### config.mk
export PLATFORM = sky130hd
export DESIGN_NAME = exc_sched
export DESIGN_NICKNAME = d
export VERILOG_FILES = /design/src/rtl/exc_sched.sv
export SDC_FILE = /design/constraint.sdc
export NUM_CORES = 1
export LEC_CHECK = 0
export BUFFER_PORTS_ARGS = -buffer_cell sky130_fd_sc_hd__buf_2
export CORE_MARGIN = 2
export CORE_UTILIZATION = 34
export DETAILED_ROUTE_END_ITERATION = 8
export PLACE_DENSITY = 0.77
export SYNTH_ARGS = -nofsm -noshare
export SYNTH_HDL_FRONTEND = slang
export SYNTH_SLANG_ARGS = --single-unit
### constraint.sdc
create_clock -name cpu_clk_50M -period 1.7 [get_ports cpu_clk_50M]
set_clock_uncertainty 0.2 [all_clocks]
set_input_delay 0 -clock cpu_clk_50M [delete_from_list [all_inputs] [get_ports cpu_clk_50M]]
set_output_delay 0 -clock cpu_clk_50M [all_outputs]
set_load 0.01 [all_outputs]
### src/rtl/exc_sched.sv
// Exception/interrupt scheduler ahead of CP0: picks the event committed this
// cycle, drives CP0 exccode/pc/in_delay, then holds off while the pipeline refills.
module exc_sched #(
  parameter int              INT_W    = 6,
  parameter int              EXC_W    = 5,
  parameter int              HOLDOFF  = 2,
  parameter logic [EXC_W-1:0] EXC_NONE = 5'h10,
  parameter logic [EXC_W-1:0] EXC_INT  = 5'h00
) (
  input  logic             cpu_clk_50M,
  input  logic             cpu_rst,
  input  logic [INT_W-1:0] int_raw,
  input  logic [31:0]      status_i,
  input  logic             mem_valid,
  input  logic [31:0]      mem_pc,
  input  logic             mem_in_delay,
  input  logic [EXC_W-1:0] mem_exccode,
  output logic [EXC_W-1:0] exccode_o,
  output logic [31:0]      pc_o,
  output logic             in_delay_o,
  output logic [INT_W-1:0] int_o,
  output logic             busy_o
);

  localparam int CNT_W = $clog2((HOLDOFF > 1) ? HOLDOFF : 2);

  typedef enum logic {S_IDLE, S_HOLD} state_t;

  state_t           r_state;
  logic [CNT_W-1:0] r_cnt;
  logic [INT_W-1:0] r_sync1, r_sync2;

  logic             w_int_pend;
  logic             w_idle;
  logic             w_take;
  logic [EXC_W-1:0] w_code;

  always_ff @(posedge cpu_clk_50M) begin
    if (cpu_rst) begin
      r_sync1 <= '0;
      r_sync2 <= '0;
    end else begin
      r_sync1 <= int_raw;
      r_sync2 <= r_sync1;
    end
  end

  assign w_int_pend = status_i[0] & ~status_i[1] & (|(r_sync2 & status_i[10 +: INT_W]));
  assign w_idle     = (r_state == S_IDLE) & ~cpu_rst;

  // Interrupts need a real victim PC, so bubbles never commit anything.
  always_comb begin
    w_code = EXC_NONE;
    if (w_idle && mem_valid) begin
      if (w_int_pend)                    w_code = EXC_INT;
      else if (mem_exccode != EXC_NONE)  w_code = mem_exccode;
    end
  end

  assign w_take     = (w_code != EXC_NONE);
  assign exccode_o  = w_code;
  assign pc_o       = w_take ? mem_pc : 32'h0;
  assign in_delay_o = w_take & mem_in_delay;
  assign int_o      = cpu_rst ? '0 : r_sync2;
  assign busy_o     = (r_state == S_HOLD) & ~cpu_rst;

  always_ff @(posedge cpu_clk_50M) begin
    if (cpu_rst) begin
      r_state <= S_IDLE;
      r_cnt   <= '0;
    end else begin
      case (r_state)
        S_IDLE: if (w_take) begin
          r_state <= S_HOLD;
          r_cnt   <= CNT_W'(HOLDOFF - 1);
        end
        S_HOLD: begin
          if (r_cnt == '0) r_state <= S_IDLE;
          else             r_cnt   <= r_cnt - CNT_W'(1);
        end
        default: r_state <= S_IDLE;
      endcase
    end
  end

endmodule

-- Yosys cells after proc, flatten, opt, wreduce, memory -nomap -nowiden
Cells that the tools add are included.
- flip-flop bits (word level): 14
- bits of input ports: 79
- logic and storage cells: 30
- bitwise logic cells: 9
- add/sub/neg operators: 1
- reduce and logical (&&, ||, !) cells: 2
- eq/ne operators: 3
- muxes and demuxes: 11
- operators with widths (operator ; count):
    two-way mux 32 bit ; 1
    two-way mux 5 bit ; 3
    != test 5 bit, second input constant ; 2
    bitwise AND 6 bit ; 1
    two-way mux 6 bit ; 1
    OR reduction 6 bit ; 1
    bitwise AND 1 bit ; 5
    two-way mux 1 bit ; 4
    one-hot mux 1 bit (2 select lines) ; 2
    NOT 1 bit ; 3
    != test 2 bit, second input constant ; 1
    logical AND 1 bit ; 1
    subtractor 1 bit, second input constant ; 1

-- Depth between registers and ports, before layout
- depth after elaboration: 8
- gate-level depth with buffers: 4
- mapped depth without buffers: 3

-- Worst setup path before layout
Ideal clock, no wire load.
- path type: reg2out
- start: register r_sync2[1]
- end: output in_delay_o
- setup slack: 0.209 ns
- data arrival time: 1.291 ns
- stages on the path, launching flop included: 5
- required time: 1.500 ns
- path through: dfxtp_1 a22oi_1 a311o_2 buf_6 a211oi_1
- word-level cells in the longest chain between the ends: 7
- RTL lines (item ; line ; RTL):
    start: declaration ; 31 ; logic [INT_W-1:0] r_sync1, r_sync2;
    start signal: assignment ; 44 ; r_sync2 <= r_sync1;
    bitwise AND 6 bit ; 48 ; assign w_int_pend = status_i[0] & ~status_i[1] & (|(r_sync2 & status_i[10 +: INT_W]));
    OR reduction 6 bit ; 48 ;
    bitwise AND 1 bit ; 48 ;
    two-way mux 5 bit ; 55 ; if (w_int_pend) w_code = EXC_INT;
    two-way mux 5 bit ; 54 ; if (w_idle && mem_valid) begin
    != test 5 bit ; 60 ; assign w_take = (w_code != EXC_NONE);
    bitwise AND 1 bit ; 63 ; assign in_delay_o = w_take & mem_in_delay;
    end: declaration ; 20 ; output logic in_delay_o,
Every way passes these cells.

-- Final worst setup path
- start: register r_sync2[1]
- end: output pc_o[12]
- word-level cells in the longest chain between the ends: 7
- RTL lines (item ; line ; RTL):
    bitwise AND 6 bit ; 48 ;
    OR reduction 6 bit ; 48 ;
    bitwise AND 1 bit ; 48 ;
    two-way mux 5 bit ; 55 ;
    two-way mux 5 bit ; 54 ;
    != test 5 bit ; 60 ;
    two-way mux 32 bit ; 62 ; assign pc_o = w_take ? mem_pc : 32'h0;
    end: declaration ; 19 ; output logic [31:0] pc_o,
Every way passes these cells.

==> impl_summary.md <==
Cells and area
The net total in the final layout is about 320. The number of standard cells in the layout, taps in and fillers out is between 200 and 300. The number of antenna diodes in the final layout is 0. In the final layout, the share of cells above drive strength 1 is between 50% and 60%. From synthesis to final layout, the design area changed by 69.2%. Cells fill 61.4% of the core in the end.

Worst setup path
Of all nets on the critical path, the largest fanout is 20. The worst path required time is approximately 1.5 ns. The register-to-register path setup slack is about 0.15 ns. At the worst endpoint, the arrival time is between 1.5 and 2 ns. The worst register-to-register path begins at r_sync2[1]. The element type at the critical path start is a flip-flop. The worst setup path endpoint is pc_o[12]. By startpoint and endpoint, the worst setup path is classified as flip-flop to primary output. The type of destination of the critical path is a primary output. For the worst flop-to-flop path, the logic depth is 4. Tracing the worst setup path back leads to its startpoint at r_sync2[1]. The capture point of the worst reg-to-reg path is r_state.

STA
The hold violation total from the final report came to 0. The post-layout minimum cycle time is about 1.9 ns. The number of max-slew violations in the final report is 0. Setup repair after global routing could not meet its margin everywhere. After layout, the worst setup slack is -0.203 ns. The final worst-path cycle share is 112%. The worst pin sits at a relative slew slack of approximately 71%. The accumulated negative setup slack is -6.56 ns. Setup violations remaining at the end of the flow were counted as 38. For the pin with the worst max-slew slack, the measured transition is roughly 0.44 ns.

The upper clock frequency limit is between 0.5 and 0.6 GHz.

Floorplanning
The area of the die is about 3800 um2. The starting density of the core is approximately 36%. The floorplan has 20 rows.

The region available for standard cell placement spans about 3100 um2. The overall die width is around 60 um. In this run the vertical extent of the chip is roughly 62 um. around 120 I/O pins were placed.

Global route
The initial antenna violation count is 0. For this run, the total global-route usage over all layers was measured as 14.3%. The number of global-route vias before repair is 976. Entering global routing, the biggest net connects 41 pins. Summed over all layers, the global routing overflow is 0. The first global-routing pass estimated 4150 um of wire.

Synthesis
Yosys attributes the largest share of cell area to a211oi_2 31%, dfxtp_1 25%, inv_1 11%, nor2b_1 10%, buf_6 4.0%. The synthesized design devotes to its leading area cell type a little under a third of total area. The largest total area in the synthesized netlist belongs to a211oi_2.

The number of warnings printed during yosys synthesis is 0. By count the netlist is led by 34 x inv_1, 28 x a211oi_2, 19 x nor2b_1. In this run, synthesis inferred 0 flip-flops with an integrated enable. The cell with the most instances after synthesis is inv_1. In this run the mean area of a mapped cell was approximately 8.7 um2.

In the synthesized netlist the dominant register cell turns out to be dfxtp_1. In this run, synthesis produced a sequential element count of 14. When the netlist entered floorplanning its net count stood at between 200 and 250. The share of synthesized registers carrying an async set or reset is 0%. The synthesized netlist occupies a cell area of 1140 um2. Synthesis produced a netlist whose cell count is between 100 and 150.

In this run, distinct cell masters in the synthesized netlist total 19. Of the synthesized area, sequential elements account for around a quarter.

Clocking
Counting along the longest clock path gives a buffer depth of 2. The clock sink count is 14. The clock reaches the later pin of the worst-skew pair after 0.26 ns. The post-CTS clock slew at the launch and capture registers of the worst setup and hold paths is around 0.07 ns. In this run the post-CTS setup repair buffer count came out at 0. The H-tree depth is 1.

TritonCTS built the clock tree. The buffer cell driving the clock tree root is clkbuf_4. The total CTS buffers is 3.

Run status
The checks that failed: negative setup slack. The run finished, with violations left.

Job
Across the run, the number of max-cap violations was 0.

Routing
Before antenna repair, the detailed router went through 4 iterations. The detailed router placed 1287 vias in this run. The detailed-route DRC error count is 0.

The number of antenna-violating nets in the routed design is 0. The wire length per cell is between 10 and 15 um. The initial DRC count is 45. The number of vias per cell is roughly 4.5.

The detailed-route wire length is about 3400 um.

Worst hold path
The worst hold path passes through 4 cells. The worst hold path belongs to the class input pin to flip-flop.

Pwr
The power density over the cells is 442 nW/um2. The total power after layout is between 0.8 and 0.9 mW. The largest vdd supply drop is between 200 and 300 uV.

For this design the static power due to leakage is a little over 1 nW.

Placed design
Prior to clock tree synthesis, the placed netlist has a worst setup slack of 0.0860 ns. The number of port buffers is 99. After detailed placement, the design holds a cell count of approximately 270.

The HPWL after detailed placement is 2180 um. The placer's final routability congestion estimate is 0.689.
## worst min-delay path by stage
| stage | startpoint | endpoint | slack [ns] |
|---|---|---|---|
| after global routing | mem_exccode[0] | r_cnt | 0.06 |
| after detailed placement | int_raw[3] | r_sync1[3] | 0.02 |
| final | mem_exccode[0] | r_cnt | 0.006 |
| after CTS | mem_exccode[0] | r_cnt | 0.003 |
| after global placement | int_raw[1] | r_sync1[1] | 0.007 |
| after floorplan | mem_pc[10] | pc_o[10] | -0.11 |
## critical path, stage by stage, from the launching register on
cell,delay (ns)
dfxtp_2,0.35
a22oi_2,0.08
a311o_2,0.45
buf_12,0.19
a211oi_2,0.20
buf_2,0.17
## cells by family (layout without fill, tap and decap cells)
group / Yosys count / in the layout / share of synthesized area [%]
flip-flops: 14 / 14 / 24.7
AND/OR/NAND/NOR: 30 / 30 / 17.1
buffers and inverters: 46 / 157 / 18.4
AO/OA/AOI/OAI: 41 / 41 / 39.9
## state kept, by name (all words and copies together), names as in the netlist
name,count
r_sync1,6
r_state,1
r_cnt,1
r_sync2,6
## final cells by class
type / instances / area, um2
inverters: 34 / 128
repair buffers: 120 / 757
multi-input cells: 71 / 677
well taps: 44 / 55.1
fillers: 285 / 1210
flip-flops and latches: 14 / 283
clock buffers: 3 / 22.5
## power by group
group          internal [mW]  switching (mW)  total (mW)  leakage, nW
clock                 0.0818          0.0862       0.168       0.0138
sequential             0.347         0.00833       0.355        0.117
combinational          0.167           0.160       0.327        0.896
total                  0.596           0.254       0.850         1.03
## per-stage QoR
stage | hold slack [ns] | cell area, um2
6_report | 0.00585 | 1920
5_1_grt | 0.0551 | 1920
4_1_cts | 0.00308 | 1870
3_5_place_dp | 0.0180 | 1670
3_3_place_gp | 0.00724 | 1670
2_1_floorplan | -0.113 | 1140
## cells in the final DEF (no fill, tap or decap), drive strengths merged
cell type / Yosys / routed
nand2: 3 / 3
a311o: 1 / 1
a22oi: 3 / 3
nor2: 1 / 1
buf: 9 / 102
clkbuf: 3 / 4
a21o: 1 / 1
nand2b: 1 / 1
a211oi: 33 / 33
dfxtp: 14 / 14
inv: 34 / 34
dlygate4sd3: 0 / 17
nor3b: 1 / 1
nor4: 1 / 1
o41ai: 1 / 1
o211ai: 2 / 2
nor2b: 19 / 19
and3: 4 / 4
## routing by layer
metal / GRT usage (%) / wire length, um / vias to the layer above
met5: 0 / 0 / -
met4: 5.17 / 21 / 0
met3: 2.28 / 174 / 2
met2: 26.9 / 1800 / 43
met1: 16.2 / 1420 / 578
li1: - / - / 664
## repair_timing
action,4_1_cts,5_1_grt
setup endpoints to repair,38,38
gates cloned,0,1
hold buffers,17,0
pin swaps,0,0
gates resized for setup,3,6
endpoints found under the hold margin,14,0
Power figures use the tool's default switching activity.
